`config.mk`:
```
export PLATFORM = sky130hd
export DESIGN_NAME = bc_ctrl_arbiter
export DESIGN_NICKNAME = d
export VERILOG_FILES = /design/src/rtl/bc_ctrl_arbiter.sv
export SDC_FILE = /design/constraint.sdc
export NUM_CORES = 1
export LEC_CHECK = 0
export CORE_ASPECT_RATIO = 0.6
export CORE_MARGIN = 5
export CORE_UTILIZATION = 37
export CTS_BUF_LIST = sky130_fd_sc_hd__clkbuf_4 sky130_fd_sc_hd__clkbuf_8 sky130_fd_sc_hd__clkbuf_16
export CTS_CLUSTER_DIAMETER = 120
export DETAILED_ROUTE_END_ITERATION = 16
export HOLD_SLACK_MARGIN = 0.1
export PLACE_DENSITY = 0.78
export SYNTH_ARGS = -nofsm -noshare
export SYNTH_HDL_FRONTEND = slang
export SYNTH_SLANG_ARGS = --single-unit
```
`constraint.sdc`:
```
create_clock -name clk -period 2.2 [get_ports clk]
set_input_delay 0.44 -clock clk [delete_from_list [all_inputs] [get_ports clk]]
set_output_delay 0.44 -clock clk [all_outputs]
set_load 0.02 [all_outputs]
```
`src/rtl/bc_ctrl_arbiter.sv`:
```
// Round-robin, burst-locked arbiter sharing the bc_buffer ctrl-side write channel
// between NUM_REQ requesters, with a zero-latency passthrough while a grant is held.
module bc_ctrl_arbiter #(
    parameter int NUM_REQ   = 3,
    parameter int DATA_W    = 16,
    parameter int MAX_BURST = 8
) (
    input  logic                      clk,
    input  logic                      rst,
    input  logic [NUM_REQ-1:0]        req_valid,
    input  logic [NUM_REQ-1:0]        req_last,
    input  logic [NUM_REQ*DATA_W-1:0] req_data,
    output logic [NUM_REQ-1:0]        req_rdy,
    output logic                      out_valid,
    output logic [DATA_W-1:0]         out_data,
    input  logic                      out_rdy,
    output logic [2:0]                gnt_id,
    output logic                      busy,
    output logic                      trunc
);

    typedef enum logic {IDLE, GRANT} state_t;

    localparam logic [3:0] NREQ    = 4'(NUM_REQ);
    localparam logic [2:0] LAST_ID = 3'(NUM_REQ - 1);
    localparam logic [7:0] CNT_LIM = 8'(MAX_BURST - 1);

    state_t            state, state_nxt;
    logic [2:0]        rr_ptr, rr_nxt, gnt_nxt;
    logic [7:0]        word_cnt, cnt_nxt;
    logic              trunc_nxt;
    logic [7:0]        valid8, last8, rdy8;
    logic [DATA_W-1:0] lane [8];
    logic              active, xfer, pick_found;
    logic [2:0]        pick;
    logic [3:0]        idx;

    // Requester lanes are widened to 8 so the 3-bit grant index always selects in range.
    assign valid8 = 8'(req_valid);
    assign last8  = 8'(req_last);

    for (genvar g = 0; g < 8; g++) begin : g_lane
        if (g < NUM_REQ) begin : g_used
            assign lane[g] = req_data[g*DATA_W +: DATA_W];
        end else begin : g_unused
            assign lane[g] = '0;
        end
    end

    always_comb begin
        pick       = '0;
        pick_found = 1'b0;
        idx        = '0;
        for (int k = 0; k < NUM_REQ; k++) begin
            idx = {1'b0, rr_ptr} + 4'(k);
            if (idx >= NREQ) begin
                idx = idx - NREQ;
            end
            if (!pick_found && valid8[idx[2:0]]) begin
                pick       = idx[2:0];
                pick_found = 1'b1;
            end
        end
    end

    // The passthrough is gated by rst so no word can be accepted during a reset cycle.
    always_comb begin
        active    = (state == GRANT) && rst;
        xfer      = active && valid8[gnt_id] && out_rdy;
        state_nxt = state;
        gnt_nxt   = gnt_id;
        rr_nxt    = rr_ptr;
        cnt_nxt   = word_cnt;
        trunc_nxt = 1'b0;
        rdy8      = '0;
        out_valid = active && valid8[gnt_id];
        out_data  = active ? lane[gnt_id] : '0;
        if (active) begin
            rdy8[gnt_id] = out_rdy;
        end
        case (state)
            IDLE: begin
                if (pick_found) begin
                    gnt_nxt   = pick;
                    cnt_nxt   = '0;
                    state_nxt = GRANT;
                end
            end
            GRANT: begin
                if (xfer) begin
                    cnt_nxt = word_cnt + 8'd1;
                    if (last8[gnt_id] || (word_cnt == CNT_LIM)) begin
                        state_nxt = IDLE;
                        rr_nxt    = (gnt_id == LAST_ID) ? 3'd0 : gnt_id + 3'd1;
                        trunc_nxt = !last8[gnt_id];
                    end
                end
            end
            default: state_nxt = IDLE;
        endcase
    end

    assign req_rdy = rdy8[NUM_REQ-1:0];
    assign busy    = (state == GRANT);

    always_ff @(posedge clk) begin
        if (!rst) begin
            state    <= IDLE;
            rr_ptr   <= '0;
            word_cnt <= '0;
            gnt_id   <= '0;
            trunc    <= 1'b0;
        end else begin
            state    <= state_nxt;
            rr_ptr   <= rr_nxt;
            word_cnt <= cnt_nxt;
            gnt_id   <= gnt_nxt;
            trunc    <= trunc_nxt;
        end
    end

endmodule

```
==> results.md, run 1 <==
* Post-route cell area at 3170 µm²
* Worst-Margin Slew at approximately 0.30 ns
* RR Startpoint: rr_ptr[1]
* Hold_buf cts at 0
* Layout net count at 408
* Detailed-route via count at between 2000 and 2500
* Reg clk slew, reported paths at 0.07 ns
* Clk sink count at 16
* Ports at ~80
* Most common cell after layout, fill and taps aside: clkdlybuf4s50_1
* Critical path buffers and inverters at 0
* Die width at 95.9 µm
* Startpoint type of the worst setup path: flip-flop
* RSZ-0062 raised after global routing: yes
* TritonCTS clock tree: built
* Hold Vio Cnt, Final at 0
* Number of synthesized flops with an enable pin at 0
* Max Fanout on Critical Path at 4
* Tot GR Track Use at between 20% and 30%
* Global route total overflow at 0
* Leakage power at 1.27 nW
* Internal power at 747 µW
* Setup-failing EPs final at 9
* Violated checks: negative setup slack
* CP most frequent cell: ha_4
* Area growth syn-to-layout at 93.7%
* Peak Freq at between 400 and 500 MHz
* Setup WS post-layout at -0.139 ns
* Drt first-iter violations at 78
* Hold Path End: rr_ptr[2]
* Final core occ at 75.7%
* Final Slew Violations at 0
* Hold Crit Start: rr_ptr[2]
* Cell chain of the critical path: ha_4 > ha_4 > nor2b_4 > o2111a_2 > o31a_1 > or4_4 > o2111ai_2 > o22ai_1
* Post-DP HPWL at 4780 µm
* Core area at 4190 µm²
* Pwr per Cell Area at 353 nW/µm²
* Hold path cells at 1
* Register-to-Register Path Depth at 8
* DRT Pass-1 Iters at 4
* Clk network pwr share at 23.5%
* Area of the die at 5900 µm²
* Post-route ant nets at 0
* Initial antenna violation count at 0
* Slowest-stage cell, CP: or4_4
* Sw Ratio at 33.3%
* Max Cap Viol at 0
* Initial core utilization at 39.1%
* Distinct cells, synth at 52
* Mapped Cells at 224
* Slew headroom at 79.6%
* Sequential cell area fraction in the yosys report at 19.6%
* Routability congestion estimate at 0.827
* Crit share post-route at 106%
* Drt wl/cell at 15.7 µm
* Crit Path Category: reg -> reg
* Cell Rows at 18
* Post-synth ARST share at 0%
* Buffers added on ports at between 80 and 90
* Max H-tree Level at 1
* Delay-heaviest family, CP: compound AO/OA/AOI/OAI gates
* Largest net degree at the start of global routing at 18
* Die span in y at 61.5 µm
* First-pass GRT wire length at ~9500 µm
* Via density at just over 5
* Netlist Area Pre-Place at 1640 µm²
* Worst Setup End Kind: flip-flop
* Final wirelength at 6310 µm
* # diodes at 0
* Area after DPL at 2790 µm²
* Logic pwr share at around half
* Max incr delay on CP at 0.51 ns
* CTS root buffer: clkbuf_8
* CTS buffer count at 3
* Reg2reg end: gnt_id[1]
* Critical Path RT at approximately 2.3 ns
* Most frequent cells in the layout: clkdlybuf4s50_1, nor2_1, buf_4, mux2i_1, a21oi_1
* Syn nets at 290
* Yosys reg bits at 16
* Tmin final at 2.34 ns
* Reg power frac at 27.6%
* Net Switching at around 370 µW
* Top_reg_cell synth: dfxtp_1
* Vias in the first global route at 2079
* Worst min-delay path category: reg -> reg
* Share of cells above drive strength 1 at 29.6%
* CTS Buffer Depth at 2
* Status: complete, but fails checks
* Crit path DAT at 2.48 ns
* Worst Clk Skew at 0.00346 ns
* Drc violations at 0
* Synthesis warning total at 0
* Maximum vdd drop at between 0.0002 and 0.00025 V
* R2r setup slk at -0.14 ns
* Syn Area/Cell at 7.31 µm²
* Worst skew pair latency at 0.25 ns
* Critical Path Stages at 8
[sequential cells by signal, summed over array words and instances (netlist names)]
| name | cells |
|---|---|
| gnt_id | 3 |
| rr_ptr | 3 |
| trunc | 1 |
| word_cnt | 8 |
| busy | 1 |
[how the worst max path moves through the flow]
| stage | from | end |
|---|---|---|
| floorplan | rr_ptr[0] | gnt_id[1] |
| global placement | rst | word_cnt[5] |
| detailed placement | rst | word_cnt[5] |
| CTS | rr_ptr[1] | gnt_id[1] |
| global route | rr_ptr[1] | gnt_id[1] |
| finish | rr_ptr[1] | gnt_id[1] |
[area by class of cell]
| type | count | area, µm² |
|---|---|---|
| Multi-Input combinational cell | 187 | 1530 |
| Timing Repair Buffer | 124 | 1140 |
| Tap cell | 60 | 75.1 |
| Fill cell | 315 | 1020 |
| Clock buffer | 4 | 55.1 |
| Inverter | 10 | 40.0 |
| Sequential cell | 16 | 330 |
[routing by layer]
| metal | global-route usage [%] | part of all wire (%) | up-vias |
|---|---|---|---|
| met3 | 7.57 | 8.6 | 6 |
| met5 | 0 | 0 | - |
| met4 | 3.04 | 0.81 | 0 |
| li1 | - | - | 1034 |
| met2 | 34.3 | 47 | 74 |
| met1 | 26.3 | 44 | 970 |
[power groups by stage]
stage | clock, mW | combinational (mW) | sequential (mW)
5_1_grt | 0.283 | 0.586 | 0.310
3_3_place_gp | 0 | 0.475 | 0.316
3_5_place_dp | 0 | 0.481 | 0.316
6_report | 0.263 | 0.547 | 0.309
2_1_floorplan | 0 | 0.226 | 0.318
4_1_cts | 0.266 | 0.487 | 0.309
[cells in the mapped netlist, types with 3 or more instances]
master / n / area share [%]
nor2_1: 45 / 10
mux2i_1: 23 / 14
a21oi_1: 17 / 5.2
dfxtp_1: 16 / 20
nand2_1: 13 / 3.0
inv_1: 10 / 2.3
ha_1: 9 / 6.9
clkbuf_1: 5 / 1.1
nand3_1: 5 / 1.5
nor3_1: 5 / 1.5
xnor2_1: 5 / 2.7
nand4_1: 4 / 1.5
nor2b_1: 4 / 1.5
o31a_1: 4 / 2.1
and3_1: 3 / 1.1
buf_2: 3 / 0.92
nand2b_1: 3 / 1.1
o21ai_0: 3 / 0.92
o21ai_1: 3 / 0.92
or3_1: 3 / 1.1
[per-stage QoR]
| stage | std cells | setup slack, ns | setup TNS (ns) | hold slack [ns] | power, mW |
|---|---|---|---|---|---|
| 6_report | 401 | -0.139 | -0.560 | 0.512 | 1.12 |
| 5_1_grt | 401 | -0.197 | -1.39 | 0.529 | 1.18 |
| 4_1_cts | 397 | -0.146 | -0.497 | 0.506 | 1.06 |
| 3_5_place_dp | 391 | -0.398 | -8.23 | 0.496 | 0.797 |
| 3_3_place_gp | 391 | -0.280 | -6.29 | 0.497 | 0.791 |
| 2_1_floorplan | 224 | -0.0395 | -0.0395 | 0.477 | 0.545 |
[timing repair]
| item | CTS | global route |
|---|---|---|
| pin swaps | 4 | 18 |
| endpoints found under the setup margin | 32 | 23 |
| buffers inserted | 2 | 5 |
| gates cloned | 0 | 0 |
| resized for setup | 45 | 45 |
[kinds of logic after synthesis]
| logic type | share of synthesized area [%] |
|---|---|
| buffers and inverters | 5.28 |
| AO/OA/AOI/OAI | 20.1 |
| flip-flops | 19.6 |
| adder cells (fa/ha/maj) | 6.88 |
| AND/OR/NAND/NOR | 30.4 |
| XOR/XNOR | 3.75 |
| multiplexers | 14.1 |
Power figures use the tool's default switching activity.
==> inputs of run 2 (changes only) <==
--- a/config.mk
+++ b/config.mk
@@ -5,7 +5,7 @@
 export SDC_FILE = /design/constraint.sdc
 export NUM_CORES = 1
 export LEC_CHECK = 0
-export CORE_ASPECT_RATIO = 0.6
+export CORE_ASPECT_RATIO = 0.75
 export CORE_MARGIN = 5
 export CORE_UTILIZATION = 37
 export CTS_BUF_LIST = sky130_fd_sc_hd__clkbuf_4 sky130_fd_sc_hd__clkbuf_8 sky130_fd_sc_hd__clkbuf_16
==> run 2 against run 1 <==
The run still ends with negative setup slack left. Utilization shrank 5.2 points. Setup slack got worse by 0.012 ns. Critical endpoint unchanged. Critical path depth is the same. Critical path type unchanged.
==> results.md, run 2 (synthesis gave the netlist of run 1 again) <==
* Share of cells above drive strength 1 at 24.9% (-4.8 points)
* Area growth syn-to-layout at 87.8%
* Max H-tree Level at 1 (unchanged)
* Reg clk slew, reported paths at 0.07 ns (about the same)
* CTS Buffer Depth at 2 (unchanged)
* Tot GR Track Use at 20.3% (-0.30 points)
* Clk network pwr share at 24.1% (+0.6 points)
* Via density at 5.28 (+1.5%)
* Delay-heaviest family, CP: compound AO/OA/AOI/OAI gates
* Largest register FFs at 8 (unchanged)
* Pwr per Cell Area at 351 nW/µm² (-0.55%)
* Slew headroom at 76.5% (-3.1 points)
* Max incr delay on CP at 0.51 ns (about the same)
* Sw Ratio at 32.6% (-0.73 points)
* Die width at 86.8 µm (-9.5%)
* Clk sink count at 16 (unchanged)
* Crit share post-route at 107% (+0.53 points)
* Routability congestion estimate at 0.827 (about the same)
* Die span in y at 67.6 µm (+9.9%)
* Worst-Margin Slew at 0.353 ns (+0.0496 ns)
* Layout net count at 405 (-0.74%)
* Critical Path RT at 2.32 ns (-0.02 ns)
* Crit Path Category: reg -> reg
* Violated checks: negative setup slack
* Reg power frac at 28.2% (+0.6 points)
* Critical path buffers and inverters at 0 (unchanged)
* Area of the die at 5870 µm² (-0.51%)
* Leakage power at 1.28 nW (+1.2%)
* Maximum vdd drop at 0.000315 V (+43%)
* Final Slew Violations at 0 (unchanged)
* Post-route ant nets at 0 (unchanged)
* Worst Clk Skew at 0.00320 ns (-0.000262 ns)
* Cell Rows at 21 (+3)
* Vias in the first global route at 2098 (+0.91%)
* Peak Freq at 425 MHz (-0.50%)
* Global route total overflow at 0 (unchanged)
* Buffers added on ports at 81 (unchanged)
* Drt first-iter violations at 121 (+55%)
* Crit path DAT at 2.47 ns (about the same)
* Cell chain of the critical path: ha_4 > ha_4 > nor2b_4 > o2111a_1 > o31a_1 > or4_1 > o2111ai_1 > o22ai_1
* Core area at 4360 µm² (+4.1%)
* Multi-input logic area at 1460 µm² (-4.8%)
* Ports at 82 (unchanged)
* Total power at 1.08 mW (-3.6%)
* Max Fanout on Critical Path at 5 (+1)
* Most common cell after layout, fill and taps aside: clkdlybuf4s50_1
* Hold_buf cts at 0 (unchanged)
* Setup-failing EPs final at 12 (+3)
* Most frequent cells in the layout: clkdlybuf4s50_1, nor2_1, buf_4, mux2i_1, a21oi_1
* Setup WS post-layout at -0.151 ns (-0.0117 ns)
* Hold Vio Cnt, Final at 0 (unchanged)
* CP most frequent cell: ha_4
* Final wirelength at 5950 µm (-5.6%)
* Dpl cells at 383 (-2.0%)
* Drc violations at 0 (unchanged)
* Internal power at 728 µW (-2.6%)
* Drt wl/cell at 15.1 µm (-4.1%)
* Largest net degree at the start of global routing at 25 (+7)
* Post-route setup TNS at -0.716 ns (-0.156 ns)
* Status: complete, but fails checks
* Initial antenna violation count at 0 (unchanged)
* # diodes at 0 (unchanged)
* First-pass GRT wire length at 9600 µm (+0.80%)
* Logic pwr share at 47.7% (-1.1 points)
* Net Switching at 351 µW (-5.7%)
* Detailed-route via count at 2084 (unchanged)
* Regs by FF count: word_cnt x8, gnt_id x3, rr_ptr x3
* Register Area at 332 µm² (+0.38%)
* Worst min-delay path category: reg -> reg
* Worst skew pair latency at 0.25 ns (about the same)
* Initial core utilization at 37.5% (-1.5 points)
* Layout Cells excl Fill at 395 (-1.5%)
* Post-DP HPWL at 4390 µm (-8.2%)
* Tmin final at 2.35 ns (+0.0117 ns)
* DRT Pass-1 Iters at 5 (+1)
* Fill count at 359 (+14%)
* TritonCTS clock tree: built
* Dpl ws at -0.339 ns (+0.0594 ns)
* Slowest-stage cell, CP: or4_1
* CTS root buffer: clkbuf_8
* Worst Setup End Kind: flip-flop
* Most flops, register: word_cnt
* Startpoint type of the worst setup path: flip-flop
* Max Cap Viol at 0 (unchanged)
* CTS buffer count at 3 (unchanged)
* RSZ-0062 raised after global routing: yes
[run 2: power by group through the flow]
| stage | clock (mW) | combinational, mW | sequential (mW) |
|---|---|---|---|
| after CTS | 0.263 | 0.494 | 0.305 |
| after floorplan | 0 | 0.226 | 0.318 |
| after global routing | 0.280 | 0.559 | 0.305 |
| after global placement | 0 | 0.471 | 0.312 |
| after detailed placement | 0 | 0.474 | 0.312 |
| final | 0.260 | 0.514 | 0.304 |
[run 2: final timing paths]
kind	start	slack, ns	end	depth (start not counted)
worst max-delay path	rr_ptr[1]	-0.15	gnt_id[1]	8
worst min-delay path	rr_ptr[2]	0.53	rr_ptr[2]	1
worst max register to register	rr_ptr[1]	-0.15	gnt_id[1]	8
worst min register to register	rr_ptr[2]	0.53	rr_ptr[2]	1
[run 2: layer usage]
| layer | global-route usage (%) | part of all wire, % | vias to the layer above |
|---|---|---|---|
| li1 | - | - | 1034 |
| met1 | 24.4 | 43 | 960 |
| met2 | 34.0 | 46 | 88 |
| met3 | 8.90 | 11 | 2 |
| met4 | 3.31 | 0.13 | 0 |
| met5 | 0 | 0 | - |
[run 2: final cells by class]
cell class                      count  share of cell area (%)
Multi-Input combinational cell    187                    47.5
Timing Repair Buffer              121                    36.4
Sequential cell                    16                    10.8
Tap cell                           57                    2.32
Clock buffer                        4                    1.79
Inverter                           10                    1.22
[run 2: timing repair]
action                     CTS  global route
hold endpoints to repair     0             0
pin swaps                   12            10
setup endpoints to repair   35            28
setup buffers               10             2
gates resized for setup     48            15
[run 2: stage by stage]
step | hold WS, ns | utilization, % | instance area, µm²
floorplan | 0.477 | - | 1680
global placement | 0.498 | 63.3 | 2760
global route | 0.539 | 70.5 | 3070
finish | 0.527 | 70.5 | 3070
CTS | 0.516 | 68.0 | 2960
detailed placement | 0.500 | 63.3 | 2760
==> inputs of run 3 (changes only) <==
--- a/config.mk
+++ b/config.mk
@@ -5,14 +5,16 @@
 export SDC_FILE = /design/constraint.sdc
 export NUM_CORES = 1
 export LEC_CHECK = 0
+export CELL_PAD_IN_SITES_DETAIL_PLACEMENT = 1
+export CELL_PAD_IN_SITES_GLOBAL_PLACEMENT = 2
 export CORE_ASPECT_RATIO = 0.75
 export CORE_MARGIN = 5
-export CORE_UTILIZATION = 37
+export CORE_UTILIZATION = 19
 export CTS_BUF_LIST = sky130_fd_sc_hd__clkbuf_4 sky130_fd_sc_hd__clkbuf_8 sky130_fd_sc_hd__clkbuf_16
 export CTS_CLUSTER_DIAMETER = 120
 export DETAILED_ROUTE_END_ITERATION = 16
 export HOLD_SLACK_MARGIN = 0.1
-export PLACE_DENSITY = 0.78
+export PLACE_DENSITY_LB_ADDON = 0.1
 export SYNTH_ARGS = -nofsm -noshare
 export SYNTH_HDL_FRONTEND = slang
 export SYNTH_SLANG_ARGS = --single-unit
==> run 3 against run 2 <==
Maximum frequency increased by 1.5%. The run still ends with negative setup slack left. First-iteration DRC count fell by 49%. Sequential share of layout area fell by 0.45 points. Via count shrank 1.9%. Final cell count is 14% higher. Hold slack better by 0.016 ns. Sequential power hardly changed. Register-to-register slack gained 0.03 ns. Non-clock buffer count increased by 3. Die area grew 80%.
==> results.md, run 3 (synthesis gave the netlist of run 1 again) <==
* Setup WS post-layout at -0.117 ns (+0.0340 ns)
* Drt wl/cell at 16.0 µm (+6.4%)
* Cell Rows at 29 (+38%)
* Layout net count at 408 (+0.74%)
* Slowest-stage cell, CP: or4_1
* Worst-Margin Slew at 0.522 ns (+0.170 ns)
* Peak Freq at 432 MHz (+1.5%)
* Crit Path Category: reg -> reg
* Area of the die at 10600 µm² (+80%)
* Worst Clk Skew at 0.00174 ns (-0.00146 ns)
* Post-DP HPWL at 5790 µm (+32%)
* Core area at 8420 µm² (+93%)
* TritonCTS clock tree: built
* # diodes at 0 (unchanged)
* Final wirelength at 7200 µm (+21%)
* Tot GR Track Use at 13.7% (-6.5 points)
* Register Area at 333 µm² (+0.38%)
* Buffers added on ports at 81 (unchanged)
* Via density at 4.55 (-14%)
* Leakage power at 1.34 nW (+4.4%)
* Most flops, register: word_cnt
* Area after DPL at 2850 µm² (+3.1%)
* Die width at 117 µm (+35%)
* Crit share post-route at 105% (-1.5 points)
* RSZ-0062 raised after global routing: yes
* Drc violations at 0 (unchanged)
* Max Cap Viol at 0 (unchanged)
* Global route total overflow at 0 (unchanged)
* Worst min-delay path category: reg -> reg
* Clk sink count at 16 (unchanged)
* Setup-failing EPs final at 12 (unchanged)
* Vias in the first global route at 2248 (+7.1%)
* Share of cells above drive strength 1 at 26.1% (+1.2 points)
* Crit path DAT at 2.44 ns (-0.03 ns)
* Startpoint type of the worst setup path: flip-flop
* Max incr delay on CP at 0.51 ns (about the same)
* Fill count at 1028 (+190%)
* CTS Buffer Depth at 2 (unchanged)
* CTS buffer count at 3 (unchanged)
* Slew headroom at 65.0% (-12 points)
* Worst Setup End Kind: flip-flop
* Violated checks: negative setup slack
* Routability congestion estimate at 0.774 (-6.4%)
* Regs by FF count: word_cnt x8, gnt_id x3, rr_ptr x3
* CP most frequent cell: ha_4
* Max Fanout on Critical Path at 5 (unchanged)
* Detailed-route via count at 2044 (-1.9%)
* Maximum vdd drop at 0.000260 V (-17%)
* First-pass GRT wire length at 11600 µm (+21%)
* Post-route cell area at 3220 µm² (+4.8%)
* Ports at 82 (unchanged)
* Critical Path RT at 2.33 ns (about the same)
* Worst skew pair latency at 0.24 ns (about the same)
* Largest net degree at the start of global routing at 18 (-28%)
* Reg clk slew, reported paths at 0.05 ns (-0.02 ns)
* Post-route setup TNS at -0.643 ns (+0.0728 ns)
* DRT Pass-1 Iters at 4 (-1)
* Cell chain of the critical path: ha_4 > ha_4 > nor2b_4 > o2111a_2 > o31a_1 > or4_1 > o2111ai_1 > o22ai_1
* Tmin final at 2.32 ns (-0.0340 ns)
* Most common cell after layout, fill and taps aside: clkdlybuf4s50_1
* Most frequent cells in the layout: clkdlybuf4s50_1, nor2_1, buf_4, mux2i_1, dlygate4sd2_1
* Pwr per Cell Area at 385 nW/µm² (+9.5%)
* Hold Vio Cnt, Final at 0 (unchanged)
* Die span in y at 90.4 µm (+34%)
* Max H-tree Level at 1 (unchanged)
* Multi-input logic area at 1480 µm² (+1.5%)
* Initial core utilization at 19.4% (-18 points)
* Final core occ at 38.2% (-32 points)
* CTS root buffer: clkbuf_16
* Final Slew Violations at 0 (unchanged)
* Drt first-iter violations at 62 (-49%)
* Status: complete, but fails checks
* Largest register FFs at 8 (unchanged)
* Area growth syn-to-layout at 96.7%
* Initial antenna violation count at 0 (unchanged)
* Post-route ant nets at 0 (unchanged)
[run 3: cell types whose count changed in the layout (fill, tap and decap cells not counted), moves of 2 or more]
cell	delta
buf_6	+3
clkbuf_8	-3
dlygate4sd2_1	+6
nor2_2	+2
clkdlybuf4s15_1	-3
nor4_2	-2
clkdlybuf4s50_1	-2
clkbuf_16	+3
a211oi_2	-2
a211oi_1	+2
[run 3: cell type report]
class	instances	share of cell area, %
Tap cell	108	4.20
Multi-Input combinational cell	187	46.0
Timing Repair Buffer	124	35.5
Clock buffer	4	2.76
Sequential cell	16	10.3
Inverter	10	1.17
[run 3: through the flow]
| stage | cells | power, mW | setup WS [ns] | hold slack [ns] |
|---|---|---|---|---|
| 2_1_floorplan | 224 | 0.545 | -0.0395 | 0.477 |
| 3_3_place_gp | 437 | 0.811 | -0.469 | 0.507 |
| 3_5_place_dp | 437 | 0.811 | -0.514 | 0.511 |
| 4_1_cts | 446 | 1.24 | -0.160 | 0.535 |
| 5_1_grt | 449 | 1.31 | -0.210 | 0.561 |
| 6_report | 449 | 1.24 | -0.117 | 0.543 |
[run 3: metal layers]
layer / global-route usage (%) / up-vias / part of all wire [%]
li1: - / 1038 / -
met1: 18.8 / 933 / 49
met2: 19.7 / 71 / 40
met3: 6.97 / 2 / 10
met4: 1.81 / 0 / 0.42
met5: 0 / - / 0
[run 3: report_power, final]
group	total [mW]	internal (mW)	switching [mW]
Combinational	0.541	0.287	0.253
Sequential	0.307	0.297	0.0103
Clock	0.390	0.276	0.114
Total	1.24	0.860	0.378
[run 3: worst max-delay path, delay by kind of cell, from the launching register on]
family / cells / cell delay [ns]
and+or+nand+nor: 2 / 0.64
adders and majority gates: 2 / 0.40
DFF: 1 / 0.36
AOI/OAI and AO/OA: 4 / 0.79
[run 3: final timing paths]
| kind | start | endpoint | slack, ns | depth (start not counted) |
|---|---|---|---|---|
| max | rr_ptr[1] | gnt_id[1] | -0.12 | 8 |
| min | word_cnt[7] | word_cnt[7] | 0.54 | 2 |
| max reg2reg | rr_ptr[1] | gnt_id[1] | -0.12 | 8 |
| min reg2reg | word_cnt[7] | word_cnt[7] | 0.54 | 2 |
[run 3: timing repair]
item	CTS	global route
hold buffers	0	0
endpoints found under the setup margin	32	15
buffers inserted	5	3
pin swaps	10	11
resized for setup	60	15
